$ cat config.mk
export PLATFORM = sky130hd
export DESIGN_NAME = sdio_spi_mux_bridge
export DESIGN_NICKNAME = d
export VERILOG_FILES = /design/src/rtl/sdio_bridge_pkg.sv /design/src/rtl/sd_cd_debounce.sv /design/src/rtl/sdio_spi_mux_bridge.sv
export SDC_FILE = /design/constraint.sdc
export NUM_CORES = 1
export LEC_CHECK = 0
export CORE_AREA = 2 2 73 75
export CTS_BUF_LIST = sky130_fd_sc_hd__clkbuf_8
export DETAILED_ROUTE_END_ITERATION = 10
export DIE_AREA = 0 0 75 77
export HOLD_SLACK_MARGIN = 0.05
export PLACE_DENSITY = 0.75
export RECOVER_POWER = 25
export SLEW_MARGIN = 40
export SYNTH_ARGS = -nofsm -noshare
export SYNTH_HDL_FRONTEND = slang
export SYNTH_HIERARCHICAL = 1
export SYNTH_SLANG_ARGS = --single-unit
$ cat constraint.sdc
create_clock -name clk -period 1.79 [get_ports clk]
set_input_delay 0.358 -clock clk [delete_from_list [all_inputs] [get_ports clk]]
set_output_delay 0.358 -clock clk [all_outputs]
set_load 0.05 [all_outputs]
$ cat src/rtl/sdio_bridge_pkg.sv
// Shared types and helpers for the SD-over-SPI slot multiplexer.
package sdio_bridge_pkg;

  // Bridge FSM: ACTIVE routes the selected slot, GUARD parks every slot.
  typedef enum logic [0:0] {
    StActive = 1'b0,
    StGuard  = 1'b1
  } bridge_state_e;

  // Legal parameter ranges.
  localparam int unsigned NumSlotsMin    = 1;
  localparam int unsigned NumSlotsMax    = 8;
  localparam int unsigned SyncStagesMin  = 2;
  localparam int unsigned SyncStagesMax  = 4;
  localparam int unsigned GuardCyclesMin = 1;
  localparam int unsigned GuardCyclesMax = 255;
  localparam int unsigned DebounceMin    = 2;
  localparam int unsigned DebounceMax    = 65535;

  // Width of a slot index; never narrower than one bit.
  function automatic int unsigned slot_idx_width(input int unsigned num_slots);
    return (num_slots > 1) ? $clog2(num_slots) : 1;
  endfunction

endpackage

$ cat src/rtl/sd_cd_debounce.sv
// Card-detect conditioning for one slot: 2-flop synchroniser, saturating
// stability counter, debounced presence and a one-cycle change pulse.
module sd_cd_debounce
  import sdio_bridge_pkg::*;
#(
  parameter int unsigned DEBOUNCE_CYCLES = 1000
) (
  input  logic clk,
  input  logic reset,
  input  logic cd_n_i,
  output logic present_o,
  output logic change_o
);

  localparam logic [15:0] CntLast = 16'(DEBOUNCE_CYCLES - 1);

  logic [1:0]  sync_q;
  logic [15:0] cnt_q;
  logic        present_q;
  logic        change_q;
  logic        differ;

  // present_q=1 stands for cd_n=0, so the raw level disagrees with the
  // current state exactly when it equals present_q.
  assign differ = (sync_q[1] == present_q);

  // Synchronise, count stable disagreement, toggle presence on expiry.
  always_ff @(posedge clk) begin
    if (reset) begin
      // Synchroniser resets to the "no card" level so reset alone never
      // looks like an insertion.
      sync_q    <= 2'b11;
      cnt_q     <= '0;
      present_q <= 1'b0;
      change_q  <= 1'b0;
    end else begin
      sync_q   <= {sync_q[0], cd_n_i};
      change_q <= 1'b0;
      if (!differ) begin
        cnt_q <= '0;
      end else if (cnt_q == CntLast) begin
        present_q <= ~present_q;
        change_q  <= 1'b1;
        cnt_q     <= '0;
      end else begin
        cnt_q <= cnt_q + 16'd1;
      end
    end
  end

  assign present_o = present_q;
  assign change_o  = change_q;

endmodule

$ cat src/rtl/sdio_spi_mux_bridge.sv
// Routes one SPI controller to one of several SD card slots (SPI mode).
// Slot switches pass through a guard window in which every slot is parked.
module sdio_spi_mux_bridge
  import sdio_bridge_pkg::*;
#(
  parameter int unsigned NUM_SLOTS       = 2,
  parameter int unsigned SYNC_STAGES     = 2,
  parameter int unsigned GUARD_CYCLES    = 4,
  parameter int unsigned DEBOUNCE_CYCLES = 1000,
  localparam int unsigned SW             = slot_idx_width(NUM_SLOTS)
) (
  input  logic                 clk,
  input  logic                 reset,
  input  logic                 spi_sck,
  input  logic [3:0]           spi_dq_o,
  input  logic                 spi_cs,
  output logic [3:0]           spi_dq_i,
  input  logic [SW-1:0]        slot_sel,
  input  logic                 slot_sel_valid,
  output logic                 slot_sel_ready,
  output logic                 slot_sel_err,
  output logic [SW-1:0]        active_slot,
  output logic [NUM_SLOTS-1:0] sd_sck,
  output logic [NUM_SLOTS-1:0] sd_cmd_o,
  output logic [NUM_SLOTS-1:0] sd_cmd_oe,
  output logic [NUM_SLOTS-1:0] sd_dat3_o,
  input  logic [NUM_SLOTS-1:0] sd_dat0_i,
  input  logic [NUM_SLOTS-1:0] sd_cd_n,
  output logic [NUM_SLOTS-1:0] card_present,
  output logic [NUM_SLOTS-1:0] card_change
);

  localparam int unsigned NumPad    = 2 ** SW;
  localparam logic [7:0]  GuardLoad = 8'(GUARD_CYCLES);

  bridge_state_e          state_q;
  logic [SW-1:0]          active_slot_q;
  logic [SW-1:0]          pend_slot_q;
  logic [7:0]             guard_q;
  logic                   err_q;
  logic [SYNC_STAGES-1:0] miso_q;
  logic [NumPad-1:0]      dat0_ext;
  logic [NUM_SLOTS-1:0]   route_en;
  logic                   req_in_range;
  logic                   unused_dq;

  // Only MOSI is forwarded; the other controller lanes are ignored.
  assign unused_dq = ^spi_dq_o[3:1];

  // Debounced card detect, one instance per slot.
  for (genvar g = 0; g < NUM_SLOTS; g++) begin : g_cd
    sd_cd_debounce #(
      .DEBOUNCE_CYCLES(DEBOUNCE_CYCLES)
    ) u_cd (
      .clk      (clk),
      .reset    (reset),
      .cd_n_i   (sd_cd_n[g]),
      .present_o(card_present[g]),
      .change_o (card_change[g])
    );
  end

  assign req_in_range   = (32'(slot_sel) < NUM_SLOTS);
  assign slot_sel_ready = (state_q == StActive) && spi_cs;

  // Switch FSM: accept/reject requests, run the guard countdown.
  always_ff @(posedge clk) begin
    if (reset) begin
      state_q       <= StActive;
      active_slot_q <= '0;
      pend_slot_q   <= '0;
      guard_q       <= '0;
      err_q         <= 1'b0;
    end else begin
      err_q <= 1'b0;
      case (state_q)
        StActive: begin
          if (slot_sel_valid && slot_sel_ready) begin
            if (req_in_range) begin
              pend_slot_q <= slot_sel;
              guard_q     <= GuardLoad;
              state_q     <= StGuard;
            end else begin
              err_q <= 1'b1;
            end
          end
        end
        StGuard: begin
          guard_q <= guard_q - 8'd1;
          if (guard_q == 8'd1) begin
            active_slot_q <= pend_slot_q;
            state_q       <= StActive;
          end
        end
        default: state_q <= StActive;
      endcase
    end
  end

  // Pad so the MISO mux index is always a full-width select.
  assign dat0_ext = NumPad'(sd_dat0_i);

  // MISO synchroniser; the mux follows active_slot even while parked.
  always_ff @(posedge clk) begin
    if (reset) begin
      miso_q <= '0;
    end else begin
      miso_q <= {miso_q[SYNC_STAGES-2:0], dat0_ext[active_slot_q]};
    end
  end

  // A slot is routed only in ACTIVE, when selected and a card is present.
  always_comb begin
    route_en = '0;
    for (int i = 0; i < NUM_SLOTS; i++) begin
      route_en[i] = (state_q == StActive) && (active_slot_q == SW'(i)) && card_present[i];
    end
  end

  assign sd_sck       = route_en & {NUM_SLOTS{spi_sck}};
  assign sd_cmd_o     = ~route_en | {NUM_SLOTS{spi_dq_o[0]}};
  assign sd_cmd_oe    = route_en;
  assign sd_dat3_o    = ~route_en | {NUM_SLOTS{spi_cs}};
  assign spi_dq_i     = {2'b00, miso_q[SYNC_STAGES-1], 1'b0};
  assign slot_sel_err = err_q;
  assign active_slot  = active_slot_q;

endmodule

Word-level counts from Yosys, hierarchy flattened. Index checks and enable logic that the tools add are counted.

$add $sub $neg: 3. Multipliers: 0. Divide/modulo/power cells: 0. Order comparisons: 1. Equality and inequality tests: 6. Shift operators: 0. Multiplexer cells: 9. Bitwise logic cells: 10. Reductions and logical operators: 14.

Operator list (count): 16-bit by 1-bit adder with 16-bit output (second input constant) (2); 16-bit by 10-bit equality test with 1-bit output (second input constant) (2); 8-bit case mux with 2 select lines (1); 8-bit by 1-bit equality test with 1-bit output (second input constant) (1); 8-bit two-way mux (1); 2-bit AND reduction (4); 8-bit by 1-bit subtractor with 8-bit output (second input constant) (1); 1-bit logical AND (6); 1-bit two-way mux (6); 1-bit NOT (6); 3-bit OR reduction (2); 2-bit OR (2); 2-bit OR reduction (2); 2-bit bitwise AND (1); 1-bit equality test (2); 1-bit by 2-bit less-than comparator with 1-bit output (second input constant) (1); 2-bit by 1-bit inequality test with 1-bit output (second input constant) (1); 2-bit NOT (1); 1-bit case mux with 2 select lines (1).

Register bits: 53. Bits in latches: 0. Bits in writable memories: 0. ROM bits: 0. Word-level logic and storage cells: 56. Memories: 0.

Depth between registers and ports, before layout.
Depth after elaboration: 5. Mapped depth: 7. Depth with buffers taken out: 5.

By module. The synthesis kept the hierarchy.

By module, submodules not included: sd_cd_debounce (times used 2, cells each 93, area each 863.3 sq um, sequential area each 400.4 sq um); sdio_spi_mux_bridge (times used 1, cells each 80, area each 714.4 sq um, sequential area each 260.2 sq um).

Worst setup path before layout. Ideal clock, no wire load.

Path type: register to output. Start point: register g_cd[0].u_cd.present_q. End point: output sd_cmd_o[0]. Arrival time: 2.717 ns. Required time: 1.432 ns. Setup slack: -1.285 ns. Stages on the path, launching flop included: 3. Path buffers: 0. Cells stage by stage: dfxtp_1 > nor3b_1 > nand2b_1.

Longest elaborated chain between the ends: 3.

RTL lines: from (decl) (RTL line sd_cd_debounce.sv:19) `logic present_q;`; from (signal assigned) (RTL line sd_cd_debounce.sv:42) `present_q <= ~present_q;`; 1-bit logical AND (RTL line sdio_spi_mux_bridge.sv:116) `route_en[i] = (state_q == StActive) && (active_slot_q == SW'(i)) && card_present[i];`; net sd_cmd_oe[0] (RTL line sdio_spi_mux_bridge.sv:25) `output logic [NUM_SLOTS-1:0] sd_cmd_oe,`; 2-bit NOT (RTL line sdio_spi_mux_bridge.sv:121) `assign sd_cmd_o = ~route_en | {NUM_SLOTS{spi_dq_o[0]}};`; 2-bit OR (RTL line sdio_spi_mux_bridge.sv:121); to (decl) (RTL line sdio_spi_mux_bridge.sv:24) `output logic [NUM_SLOTS-1:0] sd_cmd_o,`.

The timed path passes the listed nets, and every way through them passes these cells.

Worst setup path in the final report.
Start point: register state_q. End point: output sd_sck[0].

Longest elaborated chain between the ends: 4.

RTL lines: from (decl) (RTL line sdio_spi_mux_bridge.sv:36) `bridge_state_e state_q;`; from (signal assigned) (RTL line sdio_spi_mux_bridge.sv:69) `state_q <= StActive;`; from (signal assigned) (RTL line sdio_spi_mux_bridge.sv:82) `state_q <= StGuard;`; from (signal assigned) (RTL line sdio_spi_mux_bridge.sv:92) `state_q <= StActive;`; 1-bit NOT (no source line); 1-bit logical AND (2 in a row) (RTL line sdio_spi_mux_bridge.sv:116); 2-bit bitwise AND (RTL line sdio_spi_mux_bridge.sv:120) `assign sd_sck = route_en & {NUM_SLOTS{spi_sck}};`; to (decl) (RTL line sdio_spi_mux_bridge.sv:23) `output logic [NUM_SLOTS-1:0] sd_sck,`.

No other way between the ends.

==> results.json <==
{
  "rows": 26,
  "multi_input_area_um2": 1277,
  "worst-path-max-fanout": 8,
  "period_share_pct": 96.41,
  "crit_type": "flip-flop to output port",
  "arrival_ns": 1.37,
  "critPathTopFamily": "simple AND/OR/NAND/NOR gates",
  "comb_power_share_pct": 8.4,
  "power_density_nw_per_um2": 766.1,
  "grt.total_usage_pct": 17.99,
  "mappedNetlistArea_um2": 2441,
  "tritoncts": "done",
  "max_slew_margin_pct": 58.68,
  "die_y_um": 77,
  "worstSkewPairLatency_ns": 0.30,
  "layout_min_cycle_time_ns": 1.726,
  "p_int_mw": 1.859,
  "nNetsFinal": 335,
  "fillers": 428,
  "synth-main-ff-cell": "dfxtp_1",
  "hold-worst-slack_ns": 0.4099,
  "seqPwrFrac_pct": 52.0,
  "wl_per_cell_um": 12.27,
  "crit_slowest_cell": "dfxtp_2",
  "drive_above_1_share_pct": 23.58,
  "hp-class": "flip-flop to flip-flop",
  "wl_um": 4762,
  "switching_share_pct": 22.04,
  "rsz0062_at_grt": "false",
  "cts_hold_buf": 0,
  "antenna_cells": 0,
  "synth_edf_count": 0,
  "path_clk_slew_ns": 0.10,
  "cts.sinks": 53,
  "synthArstFlopShare_pct": 0,
  "drt_pass1_iterations": 4,
  "yosysSeqAreaShare_pct": 43.46,
  "slowest_delay_ns": 0.38,
  "dp_hpwl_um": 3503,
  "synthCells": 266,
  "die_area_um2": 5775,
  "vias": 2015,
  "power.leakage_nw": 1.106,
  "placedCellCount": 380,
  "io_buffers": 25,
  "regArea_um2": 1072,
  "worst_slack_ns": 0.06418,
  "synthDistinctLibCells": 44,
  "grt_pass1_vias": 1908,
  "initial_core_util_pct": 49.04,
  "power_mw": 2.384,
  "cp.required_ns": 1.43,
  "drt-vias-per-instance": 5.193,
  "max_freq_mhz": 579.4,
  "clockPowerShare_pct": 39.6,
  "globalplace.congestion": 0.7713,
  "status": "finished, final reports clean",
  "p_switching_mw": 0.5253,
  "setup_viol": 0,
  "crit_chain": "nor3b_4 -> and2_4 -> buf_12",
  "ant_nets": 0,
  "num_io_pins": 33,
  "tightest_slew_ns": 0.6224,
  "ys_ff_latch": 53,
  "core_um2": 4977,
  "yosysWarningCount": 6,
  "drt_iter0_markers": 89,
  "maxCapViolCount": 0,
  "h-tree-depth": 2,
  "place_ws_ns": -0.08691,
  "syn_area_per_cell_um2": 9.177,
  "drv_slew": 0,
  "grt_pass1_wl_um": 8259,
  "worst-path-buf-inv": 1,
  "gr-total-overflow": 0,
  "finClkSkew_ns": 0.008337,
  "syn2layout_area_growth_pct": 27.47,
  "hold_violations": 0,
  "ir_worst_vdd_mv": 0.3430,
  "cts_buffers": 5,
  "worstSetupStartpointType": "flip-flop",
  "clockRootBuffer": "clkbuf_8",
  "stdcell_count": 388,
  "drc": 0,
  "end_kind": "output port",
  "grt_max_degree": 17,
  "die_w_um": 75,
  "ctsLongestPathBuffers": 2,
  "antenna_found_initial": 0
}
-- flip-flops by register name (all words and copies together), names as in the netlist --
| signal | flops |
|---|---|
| g_cd.u_cd/cnt_q | 32 |
| state_q | 1 |
| g_cd.u_cd/present_o | 2 |
| pend_slot_q | 1 |
| active_slot | 1 |
| g_cd.u_cd/sync_q | 4 |
| guard_q | 8 |
| g_cd.u_cd/change_o | 2 |
| miso_q | 2 |
-- cells by family after synthesis --
logic type | share of synthesized area [%]
muxes | 1.743
DFF | 43.46
buffers and inverters | 5.946
xor gates and xnor gates | 9.687
and+or+nand+nor | 30.65
adders and majority gates | 2.050
AOI/OAI and AO/OA | 6.305
other | 0.1536
-- layout by cell type, fill, tap and decap left out, types with 5 or more instances in the layout --
cell type         n
dfxtp_1          46
nor2_1           39
buf_4            24
xnor2_1          22
nand3_1          14
nand2_1          14
inv_1            10
clkdlybuf4s50_1   9
or2_2             8
a21oi_1           8
nor3_1            8
buf_12            8
nor4_1            7
dfxtp_2           6
nand4_1           6
clkbuf_1          6
xor2_1            5
clkbuf_8          5
-- per-stage QoR --
stage	instance area [µm²]	utilization (%)	TNS, ns
2_1_floorplan	2489	-	0
3_3_place_gp	2979	59.85	-0.4713
3_5_place_dp	2979	59.85	-0.9920
4_1_cts	3114	62.57	0
5_1_grt	3112	62.52	0
6_report	3112	62.52	0
-- synthesized netlist by cell type (all sizes together), types with 5 or more instances --
master	number	share of area, %
inv	10	1.5
nand2b	6	1.5
xor2	5	1.8
xnor2	22	7.9
or4	8	2.9
nand2	14	2.2
buf	10	4.3
nand4	6	1.5
nor3	8	1.6
nor2	39	6.0
nand3	14	2.9
nor4	9	3.5
or2	11	2.8
dfxtp	53	43
a21oi	9	2.0
-- power groups by stage --
stage          logic, mW  clock network (mW)  registers, mW
6_report           0.201               0.943           1.24
2_1_floorplan      0.154                   0           1.26
3_5_place_dp       0.204                   0           1.27
5_1_grt            0.220                1.01           1.25
3_3_place_gp       0.198                   0           1.26
4_1_cts            0.205               0.966           1.24
-- area by class of cell --
type	instances	share of cell area, %
tap	70	2.815
clock inverter	3	2.091
sequential	53	34.46
clock buffer	5	2.212
inverter	10	1.206
timing repair buffer	52	16.16
multi-input combinational	195	41.05
-- path summary, 6_finish.rpt --
| check | startpoint | to | slack, ns | cells after the start |
|---|---|---|---|---|
| hold reg to reg | g_cd[1].u_cd/sync_q[0] | g_cd[1].u_cd/sync_q[1] | 0.41 | 1 |
| setup reg to reg | g_cd[0].u_cd/cnt_q[11] | g_cd[0].u_cd/cnt_q[15] | 0.08 | 5 |
| setup / recovery | state_q | sd_sck[0] | 0.06 | 3 |
| hold / removal | g_cd[1].u_cd/sync_q[0] | g_cd[1].u_cd/sync_q[1] | 0.41 | 1 |
-- metal layers --
metal | routed length [µm] | track usage [%]
met1 | 2134 | 22.27
met2 | 2298 | 29.39
met3 | 283 | 5.125
met5 | 0 | 0
met4 | 45 | 6.071
-- repair_timing --
action                                  CTS  global route
endpoints found under the setup margin   17            14
gates resized for setup                   2             8
setup buffers                             0             0
pin swaps                                 0             1
hold endpoints to repair                  0             0
No activity file was read; power rests on OpenSTA's default activity.
